### config.mk
export PLATFORM = sky130hd
export DESIGN_NAME = fpu_sequencer
export DESIGN_NICKNAME = d
export VERILOG_FILES = /design/src/rtl/fpu_seq_pkg.sv /design/src/rtl/seq_pc.sv /design/src/rtl/fpu_sequencer.sv
export SDC_FILE = /design/constraint.sdc
export NUM_CORES = 1
export LEC_CHECK = 0
export BUFFER_PORTS_ARGS = -buffer_cell sky130_fd_sc_hd__buf_4
export CORE_MARGIN = 2
export CORE_UTILIZATION = 25
export DETAILED_ROUTE_END_ITERATION = 10
export SYNTH_ARGS = -nofsm -noshare
export SYNTH_HDL_FRONTEND = slang
export SYNTH_HIERARCHICAL = 1
export SYNTH_SLANG_ARGS = --single-unit
export TNS_END_PERCENT = 100
### constraint.sdc
create_clock -name clk -period 2.1 [get_ports clk]
set_input_delay 0.315 -clock clk [delete_from_list [all_inputs] [get_ports clk]]
set_output_delay 0.315 -clock clk [all_outputs]
set_load 0.01 [all_outputs]
### src/rtl/fpu_seq_pkg.sv
// -----------------------------------------------------------------------------
// fpu_seq_pkg
// Shared definitions for the BF16 FPU instruction sequencer: FSM state
// encoding, opcode values, instruction-word field positions and default
// widths. Imported by fpu_sequencer and seq_pc.
// -----------------------------------------------------------------------------
package fpu_seq_pkg;

   // Default widths
   localparam int DEF_IMEM_AW = 4;   // 16-entry program memory
   localparam int DEF_RET_W   = 8;   // retired-instruction counter
   localparam int INSTR_W     = 12;  // instruction word width
   localparam int REG_AW      = 2;   // register-file address width
   localparam int OP_W        = 2;   // opcode / fpu_op width

   // Instruction-word field positions: [11:10] op, [9:8] rd, [7:6] rs1, [5:4] rs2
   localparam int OP_MSB  = 11;
   localparam int OP_LSB  = 10;
   localparam int RD_MSB  = 9;
   localparam int RD_LSB  = 8;
   localparam int RS1_MSB = 7;
   localparam int RS1_LSB = 6;
   localparam int RS2_MSB = 5;
   localparam int RS2_LSB = 4;
   localparam int IGN_MSB = 3;       // [3:0] carries no information

   typedef enum logic [OP_W-1:0] {
      OP_ADD  = 2'b00,
      OP_SUB  = 2'b01,
      OP_MUL  = 2'b10,
      OP_HALT = 2'b11
   } opcode_t;

   typedef enum logic [2:0] {
      S_IDLE   = 3'd0,
      S_FETCH  = 3'd1,
      S_DECODE = 3'd2,
      S_ISSUE  = 3'd3,
      S_WAIT   = 3'd4,
      S_WB     = 3'd5,
      S_HALT   = 3'd6
   } state_t;

   // Extract the opcode field of an instruction word.
   function automatic opcode_t get_opcode(input logic [INSTR_W-1:0] instr);
      return opcode_t'(instr[OP_MSB:OP_LSB]);
   endfunction

endpackage

### src/rtl/seq_pc.sv
// -----------------------------------------------------------------------------
// seq_pc
// Program counter for the FPU sequencer. Wraps modulo 2^IMEM_AW.
//   clk      : clock
//   reset    : synchronous active-high reset (PC <= 0)
//   i_clear  : load PC with 0 (takes priority over i_inc)
//   i_inc    : advance PC by one
//   o_pc     : current PC (registered)
// -----------------------------------------------------------------------------
module seq_pc
   import fpu_seq_pkg::*;
#(
   parameter int IMEM_AW = DEF_IMEM_AW
) (
   input  logic               clk,
   input  logic               reset,
   input  logic               i_clear,
   input  logic               i_inc,
   output logic [IMEM_AW-1:0] o_pc
);

   logic [IMEM_AW-1:0] r_pc;

   always_ff @(posedge clk) begin
      if (reset || i_clear) begin
         r_pc <= '0;
      end else if (i_inc) begin
         // natural overflow gives the 15 -> 0 wrap
         r_pc <= r_pc + IMEM_AW'(1);
      end
   end

   assign o_pc = r_pc;

endmodule

### src/rtl/fpu_sequencer.sv
// -----------------------------------------------------------------------------
// fpu_sequencer
// Fetches 12-bit instructions from a synchronous ROM, issues them to a BF16
// FPU over a valid/ready handshake, waits for the done pulse and writes the
// result back to the register file. Every output is a register.
//   clk, reset           : clock, synchronous active-high reset
//   start                : pulse, starts at address 0 from IDLE or HALT
//   abort                : level, returns to IDLE (beats every other event)
//   imem_addr/imem_data  : instruction fetch (data valid one cycle later)
//   rf_raddr_a/b         : register-file read addresses (rs1, rs2)
//   rf_waddr/rf_we       : register-file write address / one-cycle strobe
//   fpu_op/fpu_valid     : FPU issue request; fpu_ready accepts it
//   fpu_done             : one-cycle pulse, FPU result available
//   busy/halted/retired  : status
// -----------------------------------------------------------------------------
module fpu_sequencer
   import fpu_seq_pkg::*;
#(
   parameter int IMEM_AW = DEF_IMEM_AW,
   parameter int RET_W   = DEF_RET_W
) (
   input  logic               clk,
   input  logic               reset,
   input  logic               start,
   input  logic               abort,
   output logic [IMEM_AW-1:0] imem_addr,
   input  logic [INSTR_W-1:0] imem_data,
   output logic [REG_AW-1:0]  rf_raddr_a,
   output logic [REG_AW-1:0]  rf_raddr_b,
   output logic [REG_AW-1:0]  rf_waddr,
   output logic               rf_we,
   output logic [OP_W-1:0]    fpu_op,
   output logic               fpu_valid,
   input  logic               fpu_ready,
   input  logic               fpu_done,
   output logic               busy,
   output logic               halted,
   output logic [RET_W-1:0]   retired
);

   state_t              r_state;
   state_t              w_state_nxt;
   logic                r_fpu_valid;
   logic                r_rf_we;
   logic                r_busy;
   logic                r_halted;
   logic [RET_W-1:0]    r_retired;
   logic [REG_AW-1:0]   r_raddr_a;
   logic [REG_AW-1:0]   r_raddr_b;
   logic [REG_AW-1:0]   r_waddr;
   logic [OP_W-1:0]     r_fpu_op;
   logic                w_pc_clear;
   logic                w_pc_inc;
   logic                w_wb_commit;
   logic                w_unused;

   // Counter that sticks at all-ones instead of wrapping.
   function automatic logic [RET_W-1:0] sat_inc(input logic [RET_W-1:0] v);
      return (&v) ? v : v + RET_W'(1);
   endfunction

   // Low nibble of the instruction word is don't-care.
   assign w_unused = ^imem_data[IGN_MSB:0];

   // A start that is honoured (only from IDLE/HALT, never together with abort)
   // restarts the program at address 0 on the same edge.
   assign w_pc_clear  = start && !abort &&
                        ((r_state == S_IDLE) || (r_state == S_HALT));
   // Write-back commits PC/retired only if not aborted in that same cycle.
   assign w_wb_commit = (r_state == S_WB) && !abort;
   assign w_pc_inc    = w_wb_commit;

   seq_pc #(
      .IMEM_AW (IMEM_AW)
   ) u_pc (
      .clk     (clk),
      .reset   (reset),
      .i_clear (w_pc_clear),
      .i_inc   (w_pc_inc),
      .o_pc    (imem_addr)
   );

   // Next-state decode. fpu_valid is registered high for the whole of ISSUE,
   // so acceptance in ISSUE reduces to fpu_ready. fpu_done is only looked at
   // in WAIT, which drops any stray pulse in other states.
   always_comb begin
      w_state_nxt = r_state;
      unique case (r_state)
         S_IDLE:   if (start) w_state_nxt = S_FETCH;
         S_FETCH:  w_state_nxt = S_DECODE;
         S_DECODE: w_state_nxt = (get_opcode(imem_data) == OP_HALT) ? S_HALT : S_ISSUE;
         S_ISSUE:  if (r_fpu_valid && fpu_ready) w_state_nxt = S_WAIT;
         S_WAIT:   if (fpu_done) w_state_nxt = S_WB;
         S_WB:     w_state_nxt = S_FETCH;
         S_HALT:   if (start) w_state_nxt = S_FETCH;
         default:  w_state_nxt = S_IDLE;
      endcase
      if (abort) begin
         w_state_nxt = S_IDLE;
      end
   end

   // State register plus registered outputs, which are decoded from the
   // next state so they line up with the state they describe.
   always_ff @(posedge clk) begin
      if (reset) begin
         r_state     <= S_IDLE;
         r_fpu_valid <= 1'b0;
         r_rf_we     <= 1'b0;
         r_busy      <= 1'b0;
         r_halted    <= 1'b0;
         r_retired   <= '0;
         r_raddr_a   <= '0;
         r_raddr_b   <= '0;
         r_waddr     <= '0;
         r_fpu_op    <= '0;
      end else begin
         r_state     <= w_state_nxt;
         r_fpu_valid <= (w_state_nxt == S_ISSUE);
         r_rf_we     <= (w_state_nxt == S_WB);
         r_halted    <= (w_state_nxt == S_HALT);
         r_busy      <= (w_state_nxt == S_FETCH)  || (w_state_nxt == S_DECODE) ||
                        (w_state_nxt == S_ISSUE)  || (w_state_nxt == S_WAIT)   ||
                        (w_state_nxt == S_WB);

         // Instruction fields are latched once in DECODE and held stable
         // through ISSUE/WAIT/WB.
         if ((r_state == S_DECODE) && !abort &&
             (get_opcode(imem_data) != OP_HALT)) begin
            r_fpu_op  <= imem_data[OP_MSB:OP_LSB];
            r_waddr   <= imem_data[RD_MSB:RD_LSB];
            r_raddr_a <= imem_data[RS1_MSB:RS1_LSB];
            r_raddr_b <= imem_data[RS2_MSB:RS2_LSB];
         end

         if (w_wb_commit) begin
            r_retired <= sat_inc(r_retired);
         end
      end
   end

   assign fpu_valid  = r_fpu_valid;
   assign rf_we      = r_rf_we;
   assign busy       = r_busy;
   assign halted     = r_halted;
   assign retired    = r_retired;
   assign rf_raddr_a = r_raddr_a;
   assign rf_raddr_b = r_raddr_b;
   assign rf_waddr   = r_waddr;
   assign fpu_op     = r_fpu_op;

endmodule

Yosys cells after proc, flatten, opt, wreduce, memory -nomap -nowiden
Cells that the tools add are included.

Add/sub/neg operators: 2. Multipliers: 0. Div/mod/pow operators: 0. Magnitude comparators: 0. Eq/ne operators: 14. Shifts and indexed selects: 0. Multiplexer cells: 6. Bitwise operators: 1. Reductions and logical operators: 17.

Operator list (number): $eq A3 B3 Y1 const B (6); $pmux W3 S6 (1); $mux W3 (5); $eq A3 B2 Y1 const B (4); $add A8 B1 Y8 const B (1); $reduce_and A8 Y1 (1); $eq A3 B1 Y1 const B (2); $logic_and A1 B1 Y1 (6); $logic_or A1 B1 Y1 (6); $add A4 B1 Y4 const B (1); $logic_not A3 Y1 (1); $eq A2 B2 Y1 const B (1); $ne A2 B2 Y1 const B (1); $reduce_and A2 Y1 (1); $reduce_or A2 Y1 (1); $logic_not A1 Y1 (1); $not A1 Y1 (1).

Register bits after elaboration: 27. Latch bits: 0. Bits in writable memories: 0. Memory bits (read-only): 0. Output and inout port bits: 24. Word-level logic and storage cells: 51. Memories: 0.

Depth between registers and ports, before layout
Word-level depth: 9. Depth in mapped cells: 6.

By module
Netlist, hierarchy kept.

Modules (own cells, without submodules): fpu_sequencer (instances 1, cells an instance 118, area an instance 1041.0 um2); seq_pc (instances 1, cells an instance 17, area an instance 177.7 um2).

Worst setup path before layout
Ideal clock, no wire load.

Path kind: reg-to-reg. Start: register r_retired[0], in the netlist retired[0]. End: register r_retired[1], in the netlist retired[1]. Library setup time: 0.128 ns. Data arrival time: 1.338 ns. Data required time: 1.972 ns. Path slack: 0.635 ns. Stages on the path, launching flop included: 7. Buffers on the path: 1. Clock period less this slack: 1.465 ns. Cell sequence: dfxtp_1 ha_1 nand2_1 o31ai_2 buf_6 mux2i_1 nor2_1.

Cells in the longest elaborated chain, start to end: 3. Elaborated cells on any way between the ends: 4. Classes of those cells: add/sub (1); bitwise (1); reduce/logical (2).

RTL lines: from (decl) (RTL line fpu_sequencer.sv:47) `logic [RET_W-1:0] r_retired;`; from (signal assigned) (RTL line fpu_sequencer.sv:137) `r_retired <= sat_inc(r_retired);`; branches (longest 3 deep; another with $add A8 B1 Y8).

Parallel ways; which one is timed is not known. A chain may end at the register's enable or synchronous reset.

Worst setup path in the final report
Start: register r_retired[0], in the netlist retired[0]. End: register r_retired[4], in the netlist retired[4].

Same word-level chain as after synthesis.

==> flow_summary_export.csv <==
group,metric,value,unit
status,outcome,"finished, final reports clean",
setup_path,worstPathCellList,"ha_1 > nand2_1 > o31ai_2 > o21ai_0 > a21oi_1",
power,power.density,543,nW/um^2
floorplan,coreArea,4720,um^2
clocking,clk_pin_slew,100,ps
floorplan,dieArea,5450,um^2
placed_design,dpl.hpwl,1930,um
yosys,async_flop_share,0,%
yosys,synth.top_cell.area_share,44.4,%
setup_path,worst-setup-path-type,"reg2reg",
clocking,post_cts_buffers,0,
sta,setup_slack,348,ps
final_layout,antennaDiodeCount,0,
setup_path,rr_worst_depth,5,
power,power_frac_comb,7.2,%
yosys,ys_ff_latch,27,
sta,fmax,571,MHz
sta,fin_crit_sh,83.4,%
sta,relSlewSlack,50.2,%
final_layout,area_growth,32.2,%
setup_path,cp_num_cells,5,
sta,slew_violations,0,
final_layout,fin_cells,240,
yosys,yosysTopAreaCell,"dfxtp_1",
sta,rsz0062_at_grt,"no",
power,peakVddDrop,208,uV
placed_design,dp_cells,236,
yosys,ys_seq_area_share,44.4,%
final_layout,final_common_cell,"buf_4",
setup_path,crit_family,"compound AO/OA/AOI/OAI gates",
yosys,ys_warn_count,6,
power,power_frac_clock,33.6,%
sta,finalHoldViolCount,0,
placed_design,dp_slack,338,ps
yosys,netlist_instances,135,
global_route,grt_usage,9.99,%
setup_path,cp.required,2300,ps
clocking,cts_htree_levels,1,
power,power,875,uW
final_layout,fin_util,34.1,%
floorplan,dieHeight,73.8,um
job,drv_cap,0,
sta,skew,5.39,ps
clocking,cts_buffers,3,
detailed_routing,drtIter0Drc,37,
yosys,syn_nets,155,
clocking,cts_repair_resize_count,0,
sta,whs,276,ps
setup_path,critPathSlowestCell,"o31ai_2",
setup_path,worst_setup_path_start_kind,"flip-flop",
final_layout,final_area,1610,um^2
placed_design,gp_congestion,0.757,
setup_path,critPathMaxStageDelay,670,ps
clocking,tritoncts,"done",
detailed_routing,drcViolationCount,0,
clocking,clkSinkCount,27,
clocking,cts-root-buf,"clkbuf_8",
placed_design,portBuffers,37,
detailed_routing,ant_nets,0,
setup_path,crit_fanout,12,
sta,worstMarginPinSlew,742,ps
global_route,grt_max_degree,21,
detailed_routing,wl_per_cell,10.8,um
setup_path,arrival,1950,ps
final_layout,layout.nets,194,
detailed_routing,via_per_inst,4.50,
clocking,clk_latency,270,ps
power,p_sw_share,21.9,%
yosys,synth-edff-count,0,
clocking,cts.path.max_buffers,2,
global_route,grt_pass1_wl,4310,um
yosys,ys_top_cells_by_area,"dfxtp_1, mux2i_1, nor2_1",
detailed_routing,num_vias,1079,
floorplan,boundaryPins,42,
clocking,ctsHoldBuffers,0,
final_layout,drive_above_1_share,27.7,%
sta,min_period,1750,ps
yosys,syn_area_per_cell,9.03,um^2
sta,finalSetupTns,0,ps
detailed_routing,firstDrtPassIters,4,
global_route,antenna_found_initial,0,
placed_design,placed_area,1570,um^2
floorplan,rows,25,
min_path,holdPathStages,3,
final_layout,mostFrequentLayoutCells,"buf_4, dfxtp_1, nor2_1",
detailed_routing,drt-total-wl,2600,um
yosys,synth_ff_type,"dfxtp_1",
sta,setup_viol,0,
global_route,grt-ovfl-total,0,
power,p_sw,192,uW
power,power.internal,683,uW
floorplan,die_x,73.8,um
power,leakage,0.714,nW
yosys,ys_types,38,
power,pwr-share-seq,59.1,%
floorplan,start_util,25.8,%
global_route,grt_pass1_vias,938,
min_path,hp-class,"in2reg",
setup_path,end_kind,"flip-flop",
yosys,netlist_area,1220,um^2
setup_path,crit_buf_inv,0,
==> cells by family after synthesis <==
| family | share of synthesized area [%] |
|---|---|
| and+or+nand+nor | 25.7 |
| DFF | 44.4 |
| AOI/OAI and AO/OA | 13.0 |
| muxes | 9.14 |
| buffers and inverters | 3.59 |
| xor gates and xnor gates | 2.16 |
| adders and majority gates | 2.05 |
==> tightest hold or removal path: cells and delay by family <==
family                 cells  cell delay [ps]
buffers and inverters      1               80
muxes                      1               50
and+or+nand+nor            1               70
==> flip-flops by register name, summed over array words and instances (netlist names) <==
| register | cells |
|---|---|
| rf_raddr_b | 2 |
| fpu_op | 2 |
| rf_waddr | 2 |
| busy | 1 |
| halted | 1 |
| retired | 8 |
| r_state | 3 |
| rf_we | 1 |
| fpu_valid | 1 |
| u_pc/o_pc | 4 |
| rf_raddr_a | 2 |
==> synth_stat cells, drive strengths merged, types with 3 or more instances <==
| cell | n |
|---|---|
| inv | 4 |
| buf | 3 |
| nor2 | 20 |
| o21ai | 5 |
| and2 | 3 |
| or3 | 3 |
| a21oi | 7 |
| o31ai | 3 |
| nand3 | 5 |
| dfxtp | 27 |
| nor3 | 3 |
| mux2i | 10 |
| nand2 | 11 |
| nand4 | 3 |
==> path summary, 6_finish.rpt <==
kind	from	endpoint	slack, ps
min reg2reg	fpu_op[0]	fpu_op[0]	510
min	imem_data[8]	rf_waddr[0]	280
max reg2reg	retired[0]	retired[4]	350
max	retired[0]	retired[4]	350
==> power by group through the flow <==
stage / combinational [mW] / sequential [mW] / clock (mW)
floorplan: 0.0290 / 0.530 / 0
global placement: 0.0637 / 0.529 / 0
detailed placement: 0.0640 / 0.529 / 0
CTS: 0.0643 / 0.517 / 0.312
global route: 0.0714 / 0.518 / 0.326
finish: 0.0634 / 0.517 / 0.294
==> metal layers <==
metal	GRT usage [%]	wire length [um]
met2	15.1	1140
met5	0	0
met1	14.1	1290
met3	2.19	152
met4	3.03	19
==> cell type report <==
| type | instances | area (um^2) |
|---|---|---|
| Fill cell | 500 | 3110 |
| Timing Repair Buffer | 39 | 293 |
| Multi-Input combinational cell | 99 | 634 |
| Inverter | 4 | 15.0 |
| Sequential cell | 27 | 541 |
| Clock buffer | 4 | 45.0 |
| Tap cell | 67 | 83.8 |
No activity file was read; power rests on OpenSTA's default activity.
